<file path="src/rtl/hack_pkg.sv">
// Shared definitions for the 4-way word demultiplexer slice.
//   HACK_WORD : default data width
//   CH_A..CH_D: channel index constants for sel
//   EMPTY/FULL: one-entry slot state encoding
//   onehot4   : 2-bit index to 4-bit one-hot decode
package hack_pkg;

  localparam int unsigned HACK_WORD = 16;

  localparam logic [1:0] CH_A = 2'b00;
  localparam logic [1:0] CH_B = 2'b01;
  localparam logic [1:0] CH_C = 2'b10;
  localparam logic [1:0] CH_D = 2'b11;

  localparam logic EMPTY = 1'b0;
  localparam logic FULL  = 1'b1;

  function automatic logic [3:0] onehot4(input logic [1:0] s);
    return 4'b0001 << s;
  endfunction

endpackage

</file>
<file path="src/rtl/dmux4way16_buf_if.sv">
// Bus bundle for dmux4way16_buf.
//   in/sel/in_valid/in_ready        : input word handshake
//   out_k/valid_k/ready_k (k=a..d)  : per-channel output handshakes
// Modports: master = producer/consumer side, slave = demux block.
interface dmux4way16_buf_if
  import hack_pkg::*;
#(
  parameter int unsigned WIDTH = HACK_WORD
);

  logic [WIDTH-1:0] in;
  logic [1:0]       sel;
  logic             in_valid;
  logic             in_ready;

  logic [WIDTH-1:0] out_a, out_b, out_c, out_d;
  logic             valid_a, valid_b, valid_c, valid_d;
  logic             ready_a, ready_b, ready_c, ready_d;

  modport master (
    output in, sel, in_valid,
    input  in_ready,
    input  out_a, out_b, out_c, out_d,
    input  valid_a, valid_b, valid_c, valid_d,
    output ready_a, ready_b, ready_c, ready_d
  );

  modport slave (
    input  in, sel, in_valid,
    output in_ready,
    output out_a, out_b, out_c, out_d,
    output valid_a, valid_b, valid_c, valid_d,
    input  ready_a, ready_b, ready_c, ready_d
  );

endinterface

</file>
<file path="src/rtl/dmux4way16_buf_slot.sv">
// dmux_slot: one-entry output register with valid/ready handshake.
//   clk, reset : clock, synchronous active-high reset
//   load, din  : write din into the slot this cycle
//   ready      : consumer takes the held word this cycle
//   valid,dout : slot holds an undelivered word / held data
// The parent only asserts load when the slot is EMPTY or draining this
// cycle, so load takes priority and a drain+load keeps the slot FULL.
module dmux_slot
  import hack_pkg::*;
#(
  parameter int unsigned WIDTH = HACK_WORD
) (
  input  logic             clk,
  input  logic             reset,
  input  logic             load,
  input  logic [WIDTH-1:0] din,
  input  logic             ready,
  output logic             valid,
  output logic [WIDTH-1:0] dout
);

  logic state;

  always_ff @(posedge clk) begin
    if (reset) begin
      state <= EMPTY;
      dout  <= '0;
    end else if (load) begin
      state <= FULL;
      dout  <= din;
    end else if (state == FULL && ready) begin
      state <= EMPTY;
    end
  end

  assign valid = (state == FULL);

endmodule

</file>
<file path="src/rtl/dmux4way16_buf.sv">
// dmux4way16_buf: routes one input word per transfer to channel a/b/c/d
// selected by sel, each channel buffered in a one-entry register.
//   clk, reset : clock, synchronous active-high reset
//   bus        : dmux4way16_buf_if.slave (input handshake + 4 channels)
// Optional (macro DMUX4WAY16_BUF_COUNT_EN):
//   cnt_sel    : selects which per-channel drain counter to read
//   cnt_out    : combinational read of that 16-bit wrapping counter
// in_ready looks only at the currently selected channel, so a full
// channel stalls only words addressed to it.
module dmux4way16_buf
  import hack_pkg::*;
#(
  parameter int unsigned WIDTH = HACK_WORD
) (
  input  logic              clk,
  input  logic              reset,
  dmux4way16_buf_if.slave   bus
`ifdef DMUX4WAY16_BUF_COUNT_EN
  ,
  input  logic [1:0]        cnt_sel,
  output logic [15:0]       cnt_out
`endif
);

  logic [3:0]       rdy;
  logic [3:0]       vld;
  logic [3:0]       load;
  logic             in_ready;
  logic [WIDTH-1:0] dout [4];

  assign rdy      = {bus.ready_d, bus.ready_c, bus.ready_b, bus.ready_a};
  assign in_ready = ~vld[bus.sel] | rdy[bus.sel];
  assign load     = onehot4(bus.sel) & {4{bus.in_valid & in_ready}};

  for (genvar k = 0; k < 4; k++) begin : g_slot
    dmux_slot #(.WIDTH(WIDTH)) u_slot (
      .clk   (clk),
      .reset (reset),
      .load  (load[k]),
      .din   (bus.in),
      .ready (rdy[k]),
      .valid (vld[k]),
      .dout  (dout[k])
    );
  end

  assign bus.in_ready = in_ready;
  assign bus.out_a    = dout[CH_A];
  assign bus.out_b    = dout[CH_B];
  assign bus.out_c    = dout[CH_C];
  assign bus.out_d    = dout[CH_D];
  assign bus.valid_a  = vld[CH_A];
  assign bus.valid_b  = vld[CH_B];
  assign bus.valid_c  = vld[CH_C];
  assign bus.valid_d  = vld[CH_D];

`ifdef DMUX4WAY16_BUF_COUNT_EN
  logic [3:0]  drain;
  logic [15:0] cnt [4];

  assign drain = vld & rdy;

  always_ff @(posedge clk) begin
    if (reset) begin
      for (int unsigned k = 0; k < 4; k++) cnt[k] <= '0;
    end else begin
      for (int unsigned k = 0; k < 4; k++)
        if (drain[k]) cnt[k] <= cnt[k] + 16'd1;
    end
  end

  assign cnt_out = cnt[cnt_sel];
`endif

endmodule

</file>
<file path="src/flat_wrapper.sv">
// flat-port wrapper written by rule: the top's interface ports become plain ports
module dmux4way16_buf_flat import hack_pkg::*;
#(
  parameter int unsigned WIDTH = HACK_WORD
)
  (clk, reset, bus_in, bus_sel, bus_in_valid, bus_in_ready, bus_out_a, bus_out_b, bus_out_c, bus_out_d, bus_valid_a, bus_valid_b, bus_valid_c, bus_valid_d, bus_ready_a, bus_ready_b, bus_ready_c, bus_ready_d);
  dmux4way16_buf_if #(.WIDTH(WIDTH)) bus_i ();
  input  logic clk;
  input  logic reset;
  input wire logic [$bits(bus_i.in)-1:0] bus_in;
  input wire logic [$bits(bus_i.sel)-1:0] bus_sel;
  input wire logic [$bits(bus_i.in_valid)-1:0] bus_in_valid;
  output wire logic [$bits(bus_i.in_ready)-1:0] bus_in_ready;
  output wire logic [$bits(bus_i.out_a)-1:0] bus_out_a;
  output wire logic [$bits(bus_i.out_b)-1:0] bus_out_b;
  output wire logic [$bits(bus_i.out_c)-1:0] bus_out_c;
  output wire logic [$bits(bus_i.out_d)-1:0] bus_out_d;
  output wire logic [$bits(bus_i.valid_a)-1:0] bus_valid_a;
  output wire logic [$bits(bus_i.valid_b)-1:0] bus_valid_b;
  output wire logic [$bits(bus_i.valid_c)-1:0] bus_valid_c;
  output wire logic [$bits(bus_i.valid_d)-1:0] bus_valid_d;
  input wire logic [$bits(bus_i.ready_a)-1:0] bus_ready_a;
  input wire logic [$bits(bus_i.ready_b)-1:0] bus_ready_b;
  input wire logic [$bits(bus_i.ready_c)-1:0] bus_ready_c;
  input wire logic [$bits(bus_i.ready_d)-1:0] bus_ready_d;
  assign bus_i.in = bus_in;
  assign bus_i.sel = bus_sel;
  assign bus_i.in_valid = bus_in_valid;
  assign bus_in_ready = bus_i.in_ready;
  assign bus_out_a = bus_i.out_a;
  assign bus_out_b = bus_i.out_b;
  assign bus_out_c = bus_i.out_c;
  assign bus_out_d = bus_i.out_d;
  assign bus_valid_a = bus_i.valid_a;
  assign bus_valid_b = bus_i.valid_b;
  assign bus_valid_c = bus_i.valid_c;
  assign bus_valid_d = bus_i.valid_d;
  assign bus_i.ready_a = bus_ready_a;
  assign bus_i.ready_b = bus_ready_b;
  assign bus_i.ready_c = bus_ready_c;
  assign bus_i.ready_d = bus_ready_d;
  dmux4way16_buf #(.WIDTH(WIDTH)) u_core (.clk(clk), .reset(reset), .bus(bus_i));
endmodule
</file>
<file path="config.mk">
export PLATFORM = sky130hd
export DESIGN_NAME = dmux4way16_buf_flat
export DESIGN_NICKNAME = d
export VERILOG_FILES = /design/src/rtl/hack_pkg.sv /design/src/rtl/dmux4way16_buf_if.sv /design/src/rtl/dmux4way16_buf_slot.sv /design/src/rtl/dmux4way16_buf.sv /design/src/flat_wrapper.sv
export SDC_FILE = /design/constraint.sdc
export NUM_CORES = 1
export LEC_CHECK = 0
export CAP_MARGIN = 5
export CORE_MARGIN = 2
export CORE_UTILIZATION = 44
export CTS_BUF_LIST = sky130_fd_sc_hd__clkbuf_16
export DETAILED_ROUTE_END_ITERATION = 12
export GPL_TIMING_DRIVEN = 0
export PLACE_DENSITY_LB_ADDON = 0.1
export SKIP_LAST_GASP = 1
export SYNTH_ARGS = -nofsm -noshare
export SYNTH_HDL_FRONTEND = slang
export SYNTH_HIERARCHICAL = 1
export SYNTH_SLANG_ARGS = --single-unit
</file>
<file path="constraint.sdc">
create_clock -name clk -period 1.61 [get_ports clk]
set_input_delay 0.161 -clock clk [delete_from_list [all_inputs] [get_ports clk]]
set_output_delay 0.161 -clock clk [all_outputs]
set_load 0.02 [all_outputs]
</file>
# Word level (Yosys, flattened, before mapping)
# Index checks and enable logic that the tools add are counted.
# Widths: inputs -> output; s select.
[classes]
order_cmp = 1
n_shift = 1
mux = 12
bitwise_logic = 4
n_reduce_logical = 8
[op_table]
columns = ["cell", "count"]
rows = [
  ["$mux 1", 10],
  ["$reduce_bool 2->1", 4],
  ["$and 4x4->4", 1],
  ["$bmux 1 s2", 2],
  ["$logic_and 1x1->1", 4],
  ["$shl 1x2->4 const A", 1],
  ["$lt 2x3->1 const B", 1],
  ["$and 1x1->1", 1],
  ["$not 1->1", 1],
  ["$or 1x1->1", 1],
]
[word_totals]
ff_bits = 68
in_bits = 25
output_inout_bits = 69
elab_cells = 34

# Longest topological paths before layout
[logic_depth]
ltp_word = 7
mapped_depth = 6
depth_no_buf = 4

# Hierarchy
# The synthesis kept the hierarchy.
[by_module_without_submodules]
columns = ["mod", "n_inst", "cells_per_inst", "area_per_inst_um2", "seq_area_each_um2"]
rows = [
  ["dmux_slot", 4, 56, 616.8, 340.3],
  ["dmux4way16_buf", 1, 9, 101.3, 0.0],
]

# Least setup slack after synthesis
# Ideal clock, no wire load.
[synth_timing]
path_type = "register to register"
start = "register u_core.g_slot[0].u_slot.state"
end = "register u_core.g_slot[0].u_slot.dout[10]"
setup_time_ps = 117
arrival_time_ps = 1262
t_required_ps = 1493
setup_slack_ps = 231
stages_incl_launch_ff = 7
n_path_buf = 2
period_less_slack_ps = 1379
cell_sequence = "dfxtp_1 -> nand2b_1 -> nor4bb_1 -> buf_6 -> buf_12 -> mux2i_1 -> nor2_1"
[synth_via]
elab_chain_cells = 6
[synth_rtl]
columns = ["element", "line", "rtl"]
rows = [
  ["from (decl)", "dmux4way16_buf_slot.sv:22", "logic state;"],
  ["from (signal assigned)", "dmux4way16_buf_slot.sv:26", "state <= EMPTY;"],
  ["from (signal assigned)", "dmux4way16_buf_slot.sv:29", "state <= FULL;"],
  ["from (signal assigned)", "dmux4way16_buf_slot.sv:32", "state <= EMPTY;"],
  ["$bmux 1 s2", "dmux4way16_buf.sv:32", "assign in_ready = ~vld[bus.sel] | rdy[bus.sel];"],
  ["$mux 1 (not written as such)", "dmux4way16_buf.sv:32", ""],
  ["$not 1->1", "dmux4way16_buf.sv:32", ""],
  ["$or 1x1->1", "dmux4way16_buf.sv:32", ""],
  ["$and 1x1->1", "dmux4way16_buf.sv:33", "assign load = onehot4(bus.sel) & {4{bus.in_valid & in_ready}};"],
  ["$and 4x4->4", "dmux4way16_buf.sv:33", ""],
  ["named net u_core.load[0]", "dmux4way16_buf.sv:27", "logic [3:0] load;"],
  ["to (signal assigned)", "dmux4way16_buf_slot.sv:30", "dout <= din;"],
  ["to (decl)", "dmux4way16_buf_slot.sv:19", "output logic [WIDTH-1:0] dout"],
]
# The timed path passes the listed nets, and every way through them passes these cells. The select of a mux whose other input is x is not followed.
# A chain may end at the register's enable or synchronous reset.

# Final worst setup path
[layout_timing]
start = "register u_core.g_slot[1].u_slot.state"
end = "output port bus_in_ready"
[layout_via]
elab_chain_cells = 4
[layout_rtl]
columns = ["element", "line", "rtl"]
rows = [
  ["from (decl)", "dmux4way16_buf_slot.sv:22", ""],
  ["from (signal assigned)", "dmux4way16_buf_slot.sv:26", ""],
  ["from (signal assigned)", "dmux4way16_buf_slot.sv:29", ""],
  ["from (signal assigned)", "dmux4way16_buf_slot.sv:32", ""],
  ["$bmux 1 s2", "dmux4way16_buf.sv:32", ""],
  ["$mux 1 (not written as such)", "dmux4way16_buf.sv:32", ""],
  ["$not 1->1", "dmux4way16_buf.sv:32", ""],
  ["$or 1x1->1", "dmux4way16_buf.sv:32", ""],
  ["to (decl)", "flat_wrapper.sv:13", "output wire logic [$bits(bus_i.in_ready)-1:0] bus_in_ready;"],
]
# Every way passes these cells. The select of a mux whose other input is x is not followed.

==> results.toml <==
[worst_setup_path]
setup.worst_path.end = "bus_in_ready"
r2r_slack_ps = 210
critPathLaunch = "u_core/g_slot[1].u_slot/valid"
cp-end-kind = "primary output"
critPathLaunchType = "flop"
path_class = "flop to primary output"
crit_slowest_cell = "mux4_2"
r2r-start = "u_core/g_slot[0].u_slot/valid"
path_cells = "nand2b_1 > mux4_2 > buf_2"
reg2reg_to = "u_core/g_slot[0].u_slot/dout[12]"
path_max_fanout = 3
critPathBufInv = 1
max_stage_delay_ps = 460
crit_family = "multiplexers"
required_ps = 1450
arrival_ps = 1390
r2r_cells = 6
path_depth = 3

[floorplanning]
io_pins = 94
die_y_um = 80.4
start_util_pct = 46.1
core-area_um2 = 5570
die_w_um = 80.4
rows = 27
die_area_um2 = 6460

[synthesis]
synthCells = 233
synth.most_common_cell = "dfxtp_1"
synth-seq-area-share_pct = 53.0
synth.avg_cell_area_um2 = 11.0
netlist_top_cells_count = "dfxtp_1, mux2i_1, nor2_1, buf_2, nand2b_1"
syn_area_um2 = 2570
syn_nets = 258
yosysUniqueCellTypes = 14
synth_edf_count = 0
synth_ff_type = "dfxtp_1"
yosys-top-cells-area = "dfxtp_1, mux2i_1, nor2_1"
synth_top_area_share_pct = 53.0
yosysWarnings = 6
synth_top_cell_by_area = "dfxtp_1"
async_flop_share_pct = 0
synth-seq-cells = 68

[pwr]
power.density_nw_per_um2 = 1030
ir_drop_mv = 0.792
total_leakage_power_nw = 1.42
total_power_mw = 3.96

[grt]
grt.busiest_layer = "met2"
antenna_found_initial = 0
gr-usage-met3_pct = 7.19
met1_usage_pct = 26.7
grt_max_degree = 12
overflow = 0
grt_util_met2_pct = 32.8
grt_pass1_vias = 1891
grt_use_total_pct = 20.9
grt_pass1_wl_um = 9850

[drt]
drt-initial-drc-count = 55
viasPerCell = 4.83
dr_total_vias = 1993
wirelength_um = 6440
ant_nets = 0
drc = 0
drt-pass1-iter-count = 4
wire_per_inst_um = 15.6

[clock_network]
root_buffer = "clkbuf_16"
clkSinkCount = 68
clk_latency_ps = 320
hold_buffers = 0
post_cts_buffers = 0
clk_pin_slew_ps = 60
numCtsBuffers = 9
clock_path_buffers = 2
cts_tree = "built"
cts_max_level = 3
post_cts_resized = 7

[place]
hpwl_um = 4270
port_buffers = 92
placed_cells = 397
place_ws_ps = -357
placed_cell_area_um2 = 3580
place.gp.congestion = 0.750

[sta]
fin_tns_setup_ps = 0
timing.hold.ws_ps = 107
report.final.slew_viol_count = 0
max_freq_ghz = 0.646
fin_crit_ps = 1550
skew_ps = 4.65
rsz0062_at_grt = "no"
min_period_over_period_pct = 96.1
max_slew_margin_pct = 82.3
tightest_slew_ps = 261
setup_violations = 0
setup_ws_ps = 62.9
hold_violations = 0

[layout]
fillCellCount = 469
synthToLayoutAreaGrowth_pct = 49.6
nets = 361
finalNonFillerCells = 413
fin_area_um2 = 3840
n_antenna_cell = 0
drive_gt1_share_pct = 10.9
utilization_pct = 68.9

[flow_run]
cap_violations = 0

[status]
outcome = "complete, no violations"

[min_path]
hold_path.class = "input port to flop"
power by group:
| group | leakage (nW) | switching [mW] | internal [mW] | total [mW] |
|---|---|---|---|---|
| clock network | 0.134 | 0.684 | 1.02 | 1.70 |
| logic | 0.735 | 0.239 | 0.247 | 0.486 |
| registers | 0.554 | 0.0321 | 1.74 | 1.78 |
| total | 1.42 | 0.955 | 3.01 | 3.96 |
cell type report:
type / count / area, um^2 / area share (%)
tap: 72 / 90.1 / 2.34
sequential: 68 / 1360 / 35.5
timing repair buffer: 92 / 915 / 23.8
buffer: 16 / 165 / 4.30
inverter: 4 / 15.0 / 0.391
multi-input combinational: 145 / 1030 / 26.9
clock inverter: 7 / 35.0 / 0.912
clock buffer: 9 / 225 / 5.86
worst min path at each step:
stage	from	to	slack, ps	depth (start not counted)
CTS	reset	u_core/g_slot[2].u_slot/dout[1]	100	2
detailed placement	reset	u_core/g_slot[2].u_slot/dout[14]	440	2
global placement	reset	u_core/g_slot[2].u_slot/valid	440	2
floorplan	bus_in[0]	u_core/g_slot[0].u_slot/dout[0]	310	2
global route	reset	u_core/g_slot[2].u_slot/dout[14]	100	2
finish	reset	u_core/g_slot[2].u_slot/dout[1]	110	2
state kept, by name, indices dropped and copies added (netlist names):
signal and count:
u_core/g_slot.u_slot/valid 4, u_core/g_slot.u_slot/dout 64
cell families after synthesis:
kind of cell / synth area share, %
compound gates: 0.779
simple gates: 13.4
buf+inv: 7.01
mux: 25.8
flops: 53.0
worst register-to-register path, cell delays in order (launching register included):
cell      delay, ps
dfxtp_1         320
nand2b_1         80
nor4bb_2        240
buf_6           220
buf_12          160
mux2i_1         200
nor2_1           50
per-layer routing:
layer | vias up | share of wire, %
li1 | 980 | -
met4 | 0 | 1.1
met2 | 66 | 47
met1 | 940 | 45
met3 | 7 | 7.3
met5 | - | 0
layout by cell type (no fill, tap or decap), drive strengths merged:
cell	synthesis	routed
clkinv	0	5
nor4bb	1	1
a21oi	4	4
clkdlybuf4s50	0	90
buf	16	17
nand2b	8	8
and4	1	1
dfxtp	68	68
dlygate4sd2	0	1
clkbuf	0	9
and4b	2	2
mux2i	64	64
inv	4	5
nor2	64	64
mux4	1	1
clkinvlp	0	1
Note: power is estimated with default switching activity, not from simulation.
